[src/rtl/ysyx_24100006_alu_arb.sv]
// Two-port arbiter in front of one shared combinational ALU, with a one-entry registered response slot.
// Define YSYX_24100006_ALU_ARB_FIXED_PRI_EN to make port 0 always win conflicts; default is round-robin.
//
// state | meaning
// EMPTY | no response held, resp_valid=0
// FULL  | response held in the slot, resp_valid=1
module ysyx_24100006_alu_arb (
  input  logic        clk,
  input  logic        reset,
  input  logic        req0_valid,
  output logic        req0_ready,
  input  logic [31:0] req0_rs_data,
  input  logic [31:0] req0_rt_data,
  input  logic [3:0]  req0_aluop,
  input  logic        req1_valid,
  output logic        req1_ready,
  input  logic [31:0] req1_rs_data,
  input  logic [31:0] req1_rt_data,
  input  logic [3:0]  req1_aluop,
  output logic [31:0] alu_rs_data,
  output logic [31:0] alu_rt_data,
  output logic [3:0]  alu_aluop,
  input  logic [31:0] alu_result,
  input  logic        alu_of,
  input  logic        alu_cf,
  input  logic        alu_zf,
  output logic        resp_valid,
  output logic        resp_id,
  output logic [31:0] resp_result,
  output logic        resp_of,
  output logic        resp_cf,
  output logic        resp_zf,
  input  logic        resp_ready,
  output logic [31:0] grant_cnt0,
  output logic [31:0] grant_cnt1
);

  typedef enum logic {EMPTY = 1'b0, FULL = 1'b1} state_t;

  state_t state_q, state_d;
  logic   slot_free;
  logic   gnt0, gnt1;

`ifndef YSYX_24100006_ALU_ARB_FIXED_PRI_EN
  logic   prio_q;
`endif

  always_ff @(posedge clk) begin
    if (reset) state_q <= EMPTY;
    else       state_q <= state_d;
  end

  always_comb begin
    state_d   = state_q;
    // Reset blocks acceptance so nothing is granted into a slot being cleared.
    slot_free = !reset && ((state_q == EMPTY) || resp_ready);
`ifdef YSYX_24100006_ALU_ARB_FIXED_PRI_EN
    gnt0 = slot_free && req0_valid;
    gnt1 = slot_free && req1_valid && !req0_valid;
`else
    gnt0 = slot_free && req0_valid && (!req1_valid || !prio_q);
    gnt1 = slot_free && req1_valid && (!req0_valid ||  prio_q);
`endif
    if (gnt0 || gnt1)
      state_d = FULL;
    else if (state_q == FULL && resp_ready)
      state_d = EMPTY;
  end

  assign req0_ready  = gnt0;
  assign req1_ready  = gnt1;
  assign alu_rs_data = gnt1 ? req1_rs_data : req0_rs_data;
  assign alu_rt_data = gnt1 ? req1_rt_data : req0_rt_data;
  assign alu_aluop   = gnt1 ? req1_aluop   : req0_aluop;
  assign resp_valid  = (state_q == FULL);

  always_ff @(posedge clk) begin
    if (reset) begin
      resp_id     <= 1'b0;
      resp_result <= 32'd0;
      resp_of     <= 1'b0;
      resp_cf     <= 1'b0;
      resp_zf     <= 1'b0;
    end else if (gnt0 || gnt1) begin
      resp_id     <= gnt1;
      resp_result <= alu_result;
      resp_of     <= alu_of;
      resp_cf     <= alu_cf;
      resp_zf     <= alu_zf;
    end
  end

`ifndef YSYX_24100006_ALU_ARB_FIXED_PRI_EN
  // Pointer favours the port that lost the most recent grant.
  always_ff @(posedge clk) begin
    if (reset)     prio_q <= 1'b0;
    else if (gnt0) prio_q <= 1'b1;
    else if (gnt1) prio_q <= 1'b0;
  end
`endif

  always_ff @(posedge clk) begin
    if (reset) begin
      grant_cnt0 <= 32'd0;
      grant_cnt1 <= 32'd0;
    end else begin
      if (gnt0) grant_cnt0 <= grant_cnt0 + 32'd1;
      if (gnt1) grant_cnt1 <= grant_cnt1 + 32'd1;
    end
  end

endmodule

[config.mk]
export PLATFORM = sky130hd
export DESIGN_NAME = ysyx_24100006_alu_arb
export DESIGN_NICKNAME = d
export VERILOG_FILES = /design/src/rtl/ysyx_24100006_alu_arb.sv
export SDC_FILE = /design/constraint.sdc
export NUM_CORES = 1
export LEC_CHECK = 0
export BUFFER_PORTS_ARGS = -buffer_cell sky130_fd_sc_hd__clkbuf_2
export CAP_MARGIN = 20
export CORE_AREA = 3 3 134 136
export CTS_CLUSTER_DIAMETER = 200
export DETAILED_ROUTE_END_ITERATION = 7
export DIE_AREA = 0 0 137 139
export HOLD_SLACK_MARGIN = 0.06
export PLACE_DENSITY = 0.69
export SYNTH_ARGS = -nofsm -noshare
export SYNTH_HDL_FRONTEND = slang
export SYNTH_SLANG_ARGS = --single-unit
[constraint.sdc]
create_clock -name clk -period 2.4 [get_ports clk]
set_clock_uncertainty 0.1 [all_clocks]
set_input_delay 0.48 -clock clk [delete_from_list [all_inputs] [get_ports clk]]
set_output_delay 0.48 -clock clk [all_outputs]
set_load 0.02 [all_outputs]
==> flow_summary.json <==
{
  "worst_setup_path_end_kind": "output pin",
  "area_growth_pct": 58.6,
  "seq_power_share_pct": 40.3,
  "setup_viol": 0,
  "yosys.area.top_type_share_pct": 39.3,
  "r2r_start": "prio_q",
  "ant_nets": 0,
  "fin_setup_tns_ns": 0,
  "critPathKind": "flop to output pin",
  "final-hold-violation-count": 0,
  "combPwrFrac_pct": 24.1,
  "drt-pass1-iter-count": 4,
  "synthTopCellsByArea": "dfxtp_1 (39%), nand2_1 (22%), a21oi_1 (5.5%)",
  "worst-path-buf-inv": 4,
  "antenna_found_initial": 7,
  "syn_area_per_cell_um2": 7.02,
  "vias": 6485,
  "max-vdd-ir-drop_uv": 408,
  "cellInternalPower_uw": 3090,
  "final_util_pct": 48.3,
  "synth_warnings": 0,
  "drt_iter0_markers": 372,
  "cts-hold-fix-buffers": 0,
  "reg2reg_setup_slack_ns": 0.19,
  "maxCapViolCount": 0,
  "slew_headroom_pct": 25.6,
  "final_layout_size_suffix_gt1_share_pct": 41.7,
  "synth_cell_types": 45,
  "cts_htree_levels": 3,
  "hold_end": "resp_result[15]",
  "crit_slowest_cell": "dfxtp_2",
  "design.portCount": 347,
  "hold_slack_ns": 0.251,
  "timing.rr.end": "grant_cnt1[27]",
  "path_clk_slew_ns": 0.07,
  "die_y_um": 139,
  "final_nets": 1276,
  "die-area_um2": 19000,
  "grt_max_degree": 100,
  "period_needed_ns": 2.39,
  "synth-seq-cells": 102,
  "cp_common_cell": "nand2_1",
  "cts_tree": "done",
  "path_depth": 8,
  "dp_hpwl_um": 17500,
  "cp-start-kind": "flop",
  "rr_worst_depth": 6,
  "outcome": "complete, no violations",
  "die_x_um": 137,
  "gp_routability_congestion": 0.910,
  "wirelength_um": 23600,
  "viasPerCell": 4.86,
  "grt-ovfl-total": 0,
  "grt_pass1_vias": 6008,
  "p_leak_uw": 0.00398,
  "cts-buffers-inserted": 9,
  "synth-edff-count": 0,
  "row_count": 48,
  "cp_max_fo": 10,
  "final_max_slew_viol_count": 0,
  "worstHoldStart": "alu_result[15]",
  "root_buffer": "clkbuf_16",
  "crit_required_ns": 1.82,
  "ys_seq_area_share_pct": 39.3,
  "core-area_um2": 17100,
  "grt_pass1_wl_um": 33400,
  "netlist_area_um2": 5200,
  "fmax_mhz": 418,
  "p_per_area_nw_per_um2": 534,
  "synthTopCellsByCount": "nand2_1 (306), dfxtp_1 (102), a21oi_1 (57)",
  "start_util_pct": 30.5,
  "fin_crit_sh_pct": 99.6,
  "swShare_pct": 29.9,
  "port_buffers": 346,
  "async_reset_ff_share_pct": 0,
  "synth_fp_nets": 919,
  "slowest_delay_ns": 0.33,
  "syn_inst": 741,
  "clk_path_buf_depth": 2,
  "clkPwrFrac_pct": 35.6,
  "clk_latency_ns": 0.35,
  "cp_top_family": "buffers and inverters",
  "grtUsageTotal_pct": 22.8,
  "drc": 0,
  "critPathArrivalTime_ns": 1.81,
  "synthFlopType": "dfxtp_1",
  "wl_per_cell_um": 17.7,
  "clock-sinks": 102,
  "whs_path_depth": 3,
  "yosysMostFrequentCell": "nand2_1",
  "min_path_type": "primary input to flop",
  "worstPathCellList": "nand2b_4, nand4b_1, buf_6, clkinv_8, buf_16, nand2_1, nand2_1, buf_2",
  "worstMarginPinSlew_ns": 1.12,
  "crit_start": "prio_q",
  "synth_top_area_cell": "dfxtp_1",
  "p_sw_uw": 1320,
  "rsz0062_at_grt": "yes"
}
==> worst min-delay path, cell delays in order <==
cell      delay [ns]
clkbuf_2        0.08
nand2_1         0.04
a21oi_1         0.05
==> sequential cells by signal, indices dropped and copies added (netlist names) <==
register,count
resp_result,32
resp_valid,1
grant_cnt0,32
prio_q,1
resp_of,1
resp_zf,1
resp_id,1
grant_cnt1,32
resp_cf,1
==> power groups by stage <==
stage | clock network, uW | registers [uW] | logic, uW
floorplan | 0 | 1870 | 401
global placement | 0 | 1810 | 888
detailed placement | 0 | 1810 | 892
CTS | 1610 | 1770 | 937
global route | 1670 | 1780 | 1140
finish | 1570 | 1770 | 1060
==> cells in the final DEF, fill, tap and decap left out, types with 7 or more instances in the layout <==
cell,instances
nand4_1,18
nor2_1,40
buf_2,24
nand2_2,33
nand3_1,14
buf_6,25
clkbuf_16,14
nor3_1,8
inv_1,9
a21oi_1,57
clkbuf_8,7
nand2_1,273
dfxtp_1,100
xnor2_1,27
o21ai_0,13
or3_1,11
o31ai_1,8
nor4_1,16
clkbuf_2,288
buf_4,29
xor2_1,11
or4_1,9
==> cells by family after synthesis <==
| family | count (synthesis) | share of synthesized area (%) |
|---|---|---|
| buf+inv | 53 | 4.09 |
| xor+xnor | 38 | 6.40 |
| fa+ha+maj | 2 | 0.481 |
| flops | 102 | 39.3 |
| compound gates | 88 | 9.58 |
| simple gates | 458 | 40.2 |
==> routing by layer <==
metal / up-vias / wire [um] / GRT usage, %
met5: - / 8 / 0
met4: 2 / 514 / 9.24
met3: 34 / 1920 / 5.44
met2: 275 / 11300 / 36.7
met1: 2989 / 9810 / 29.1
li1: 3185 / - / -
==> final cells by class <==
cell class	count	area, um2
Fill cell	1746	8810
Multi-Input combinational cell	586	3040
Clock inverter	4	51.3
Inverter	12	57.6
Timing Repair Buffer	387	2490
Tap cell	225	282
Sequential cell	102	2040
Clock buffer	12	267
Antenna cell	5	12.5
==> per-stage QoR <==
stage,instance area [um2],power (uW),setup slack [ns],cells
2_1_floorplan,5200,2270,-0.0606,741
4_1_cts,7790,4320,-0.0131,1317
3_3_place_gp,7320,2700,0.00172,1299
6_report,8250,4400,0.00924,1333
5_1_grt,8240,4590,-0.0370,1332
3_5_place_dp,7320,2700,0.0000300,1299
==> how the worst max path moves through the flow <==
| stage | slack [ns] | end |
|---|---|---|
| final | 0.009 | alu_aluop[1] |
| after global routing | -0.04 | alu_rs_data[0] |
| after CTS | -0.01 | alu_rt_data[0] |
| after detailed placement | 0.00003 | grant_cnt1[27] |
| after global placement | 0.002 | grant_cnt1[25] |
| after floorplan | -0.06 | alu_rs_data[10] |
==> what timing repair did <==
action,in CTS,in global routing
pin swaps,1,5
resized for setup,28,135
setup endpoints to repair,68,58
buffers inserted,0,4
cloned,2,7
Power figures use the tool's default switching activity.
